**src/rtl/regfile_pkg.sv**
```systemverilog
// Shared types and helpers for the multi-port register file.
package regfile_pkg;

  typedef enum logic {
    RF_CLEAR = 1'b0,
    RF_READY = 1'b1
  } rf_state_e;

  function automatic int rf_aw(input int depth);
    return $clog2(depth);
  endfunction

endpackage

```
**src/rtl/regfile_clear_fsm.sv**
```systemverilog
// Clear sequencer: walks every entry to zero after reset or on clr_req and
// holds busy high until the last entry has been cleared.
module regfile_clear_fsm
  import regfile_pkg::*;
#(
  parameter int DEPTH = 16,
  localparam int AW = rf_aw(DEPTH)
) (
  input  logic          clk,
  input  logic          reset,
  input  logic          clr_req,
  output logic          clr_we,
  output logic [AW-1:0] clr_idx,
  output logic          busy
);

  rf_state_e     r_state;
  logic [AW-1:0] r_idx;

  // A restart mid-sequence clears entry 0 on the restart edge itself, then
  // the index is reloaded so the full DEPTH-edge sweep follows.
  assign clr_idx = clr_req ? '0 : r_idx;
  assign clr_we  = (r_state == RF_CLEAR);
  assign busy    = (r_state == RF_CLEAR);

  always_ff @(posedge clk or posedge reset) begin
    if (reset) begin
      r_state <= RF_CLEAR;
      r_idx   <= '0;
    end else begin
      case (r_state)
        RF_READY: begin
          if (clr_req) begin
            r_state <= RF_CLEAR;
            r_idx   <= '0;
          end
        end
        RF_CLEAR: begin
          if (clr_req) begin
            r_idx <= '0;
          end else if (r_idx == AW'(DEPTH - 1)) begin
            r_state <= RF_READY;
            r_idx   <= '0;
          end else begin
            r_idx <= r_idx + 1'b1;
          end
        end
        default: begin
          r_state <= RF_CLEAR;
          r_idx   <= '0;
        end
      endcase
    end
  end

endmodule

```
**src/rtl/regfile_mp.sv**
```systemverilog
// Parametrised register file: two prioritised write ports, NREAD bypassed
// combinational read ports, optional hard-wired zero register.
module regfile_mp
  import regfile_pkg::*;
#(
  parameter int WIDTH    = 32,
  parameter int DEPTH    = 16,
  parameter int NREAD    = 2,
  parameter int ZERO_REG = 0,
  localparam int AW = rf_aw(DEPTH)
) (
  input  logic                         clk,
  input  logic                         reset,
  input  logic                         clr_req,
  input  logic [1:0]                   we,
  input  logic [1:0][AW-1:0]           wa,
  input  logic [1:0][WIDTH-1:0]        wd,
  input  logic [NREAD-1:0][AW-1:0]     ra,
  output logic [NREAD-1:0][WIDTH-1:0]  rd,
  output logic                         busy
);

  logic [WIDTH-1:0] r_rf [DEPTH];
  logic             w_clr_we;
  logic [AW-1:0]    w_clr_idx;
  logic [1:0]       w_we;

  regfile_clear_fsm #(
    .DEPTH (DEPTH)
  ) u_clear_fsm (
    .clk     (clk),
    .reset   (reset),
    .clr_req (clr_req),
    .clr_we  (w_clr_we),
    .clr_idx (w_clr_idx),
    .busy    (busy)
  );

  always_comb begin
    w_we = '0;
    for (int unsigned p = 0; p < 2; p++) begin
      w_we[p] = we[p] && !busy && !clr_req &&
                !((ZERO_REG != 0) && (wa[p] == '0));
    end
  end

  // Port 1 is assigned last so it wins an address collision.
  always_ff @(posedge clk) begin
    if (w_clr_we) begin
      r_rf[w_clr_idx] <= '0;
    end else begin
      if (w_we[0]) r_rf[wa[0]] <= wd[0];
      if (w_we[1]) r_rf[wa[1]] <= wd[1];
    end
  end

  for (genvar gi = 0; gi < NREAD; gi++) begin : g_read
    logic [WIDTH-1:0] w_rd;
    always_comb begin
      if (busy)                                    w_rd = '0;
      else if ((ZERO_REG != 0) && (ra[gi] == '0))  w_rd = '0;
      else if (we[1] && (wa[1] == ra[gi]))         w_rd = wd[1];
      else if (we[0] && (wa[0] == ra[gi]))         w_rd = wd[0];
      else                                         w_rd = r_rf[ra[gi]];
    end
    assign rd[gi] = w_rd;
  end

endmodule

```
**config.mk**
```make
export PLATFORM = sky130hd
export DESIGN_NAME = regfile_mp
export DESIGN_NICKNAME = d
export VERILOG_FILES = /design/src/rtl/regfile_pkg.sv /design/src/rtl/regfile_clear_fsm.sv /design/src/rtl/regfile_mp.sv
export SDC_FILE = /design/constraint.sdc
export NUM_CORES = 1
export LEC_CHECK = 0
export CAP_MARGIN = 20
export CORE_MARGIN = 8
export CORE_UTILIZATION = 35
export CTS_CLUSTER_SIZE = 30
export DETAILED_ROUTE_END_ITERATION = 10
export MAX_ROUTING_LAYER = met4
export SLEW_MARGIN = 20
export SYNTH_ARGS = -nofsm -noshare
export SYNTH_HDL_FRONTEND = slang
export SYNTH_SLANG_ARGS = --single-unit
```
**constraint.sdc**
```tcl
create_clock -name clk -period 3.7 [get_ports clk]
set_input_delay 0.37 -clock clk [delete_from_list [all_inputs] [get_ports clk]]
set_output_delay 0.37 -clock clk [all_outputs]
set_load 0.005 [all_outputs]
```
==> run metrics <==
H-tree lvl count 2; Highest Clock Rate 282 MHz; setup violators final 0; GR Util All Layers 23.5%; Synth Area in Compound Gates 15.5%; Critical R2R Launch u_clear_fsm.r_state; Via density 5.99; Mapped Cells 2,967; share of layout cells above drive strength 1 17.6%; Post-DP HPWL 73.2 mm; Synthesized Nets 3,053; CP max FO 17; worst vdd ir 0.333 mV; vias in the first global route 25,000; P&R area growth vs syn 16.0%; Detailed Route WL 117 mm; Final Max Tran Viols 0; top-count cell post-synth nand2_1; Worst Setup SP wa[2]; PwrDens 367 nW/um^2; Reg clk slew, reported paths 60 ps; initial antenna violation count 1; clk_skew 9.94 ps; Worst path slowest cell nor4_4; Initial Utilization 35.2%; RSZ-0062 raised after global routing no; number of distinct library cells after synthesis 47; hold buffer count at cts 0; Worst slew margin 33.3%; Longest Clk Path Bufs 3; Multi-input gate area 14,500 um^2; post-synthesis adder-cell area fraction 0.0397%; number of synthesized flops with an enable pin 512; post-route setup slack 149 ps; DR pass1 iterations 5; max cap viols 0; Post-Synth XOR/XNOR Area 0.472%; status completed; Tcrit/Tclk final 96.0%; final core utilization 40.8%; final hold vios 0; Die ar. 100,000 um^2; Startpoint Class input port; setup TNS 0 ps; DRT iter0 DRCs 3,167; mapped cell area 31,500 um^2; CTS tree built; row count 110; largest net degree at the start of global routing 65; largest family of logic cells by synthesized area multiplexers; die height 316 um; critical path endpoint category output pin; commonest cells in the netlist nand2_1 (734), o21ai_0 (620), edfxtp_1 (512); Synth Area in Simple Gates 11.0%; IO Pins 150; top area cells in the synthesized netlist edfxtp_1 (49%), mux4_2 (14%), o21ai_0 (9.8%); total power 13.4 mW; sequential element share of the synthesized area 49.1%; PortBufs 149; post-synthesis mux area share 17.9%; pre-CTS setup slack 176 ps; Die W 316 um; critical path arrival 3180 ps; setup bufs post-CTS 0; Synth Register Bits 517; CP Buf/Inv Count 4; reg-to-reg setup timing slack 970 ps; Nets 3,074; Lkg Pwr 12.5 nW; crit-path leading delay family buffers and inverters; clk sinks 517; Yosys top cell by area edfxtp_1; RePlAce Congestion 0.857; Tmin final 3550 ps; total CTS buffers 54; syn avg cell area 10.6 um^2; DR WL/cell 27.7 um; first-pass GRT wire length 170 mm; fill count 8,488; number of synthesis warnings 0; Core Area 89,700 um^2; Post-CTS Resized 0; worst setup path class in -> out; GRT overflow 0; WP data required 3330 ps; Worst Tran Pin Value 999 ps; Top FF cell, synth edfxtp_1; drc violations 0; DRT antenna net count 0; Synth top area share 48.7%; Root Buffer clkbuf_16; flip-flop and latch area 15,500 um^2; Async SR Flop Fraction 0.967%; Largest stage delay, worst path 580 ps; CP cell instances clkdlybuf4s50_1, xor2_1, nor4_4, buf_4, a211oi_1, a221oi_1, buf_4, clkdlybuf4s50_1; via count 25,200; Hold Crit Class in -> async; clock latency at the later pin of the worst-skew pair 620 ps
[kinds of logic (layout without fill, tap and decap cells)]
group,Yosys count,after routing
XOR/XNOR,17,17
flip-flops,517,517
adder cells (fa/ha/maj),1,1
buffers and inverters,390,454
AND/OR/NAND/NOR,860,860
multiplexers,322,322
other,0,1
AO/OA/AOI/OAI,860,860
[cell type report]
cell class	instances	share of cell area (%)
Tap cell	1176	4.02
Clock inverter	21	0.598
Sequential cell	517	42.4
Inverter	36	0.369
Timing Repair Buffer	319	8.88
Clock buffer	78	4.22
Antenna cell	1	0.00684
Multi-Input combinational cell	2060	39.5
[layout by cell type (no fill, tap or decap), drive strengths merged, types with 9 or more instances in the layout]
cell	instances
nand2	734
clkdlybuf4s50	141
nor2	31
clkinv	16
nor3	39
a211oi	29
buf	176
clkbuf	80
mux4	192
o21ai	640
mux2i	112
nand3	25
mux2	18
edfxtp	512
o21bai	12
a221oi	92
inv	36
a21oi	77
and2	9
xor2	12
nor2b	9
[sequential cells by signal, summed over array words and instances (netlist names)]
| register | cells |
|---|---|
| u_clear_fsm.r_state | 1 |
| u_clear_fsm.r_idx | 4 |
| r_rf | 512 |
[path summary, 6_finish.rpt]
| kind | cells after the start | end |
|---|---|---|
| min in group clk | 3 | r_rf[12][11] |
| worst min-delay path | 2 | u_clear_fsm.r_state |
| worst min register to register | 2 | u_clear_fsm.r_idx[3] |
| worst max-delay path | 8 | rd[41] |
| worst max register to register | 5 | r_rf[12][18] |
| max in group asynchronous | 2 | u_clear_fsm.r_state |
[metrics by stage]
stage	hold slack [ps]	instance area [um^2]	std cells
after floorplan	149	31500	2967
after global placement	570	34800	4108
after detailed placement	576	34800	4108
after CTS	160	36600	4207
after global routing	156	36600	4208
final	92.0	36600	4208
[where the power goes]
group | internal (mW) | leakage (nW) | switching [mW]
Clock | 3.23 | 0.863 | 2.35
Combinational | 0.535 | 6.31 | 0.856
Sequential | 6.44 | 5.36 | 0.0370
[layer usage]
layer,vias up,GRT usage (%),share of wire [%]
li1,11000,-,-
met1,12300,29.0,38
met2,1503,37.6,47
met3,323,4.19,9.6
met4,0,10.6,5.0
met5,-,-,0
No activity file was read; power rests on OpenSTA's default activity.
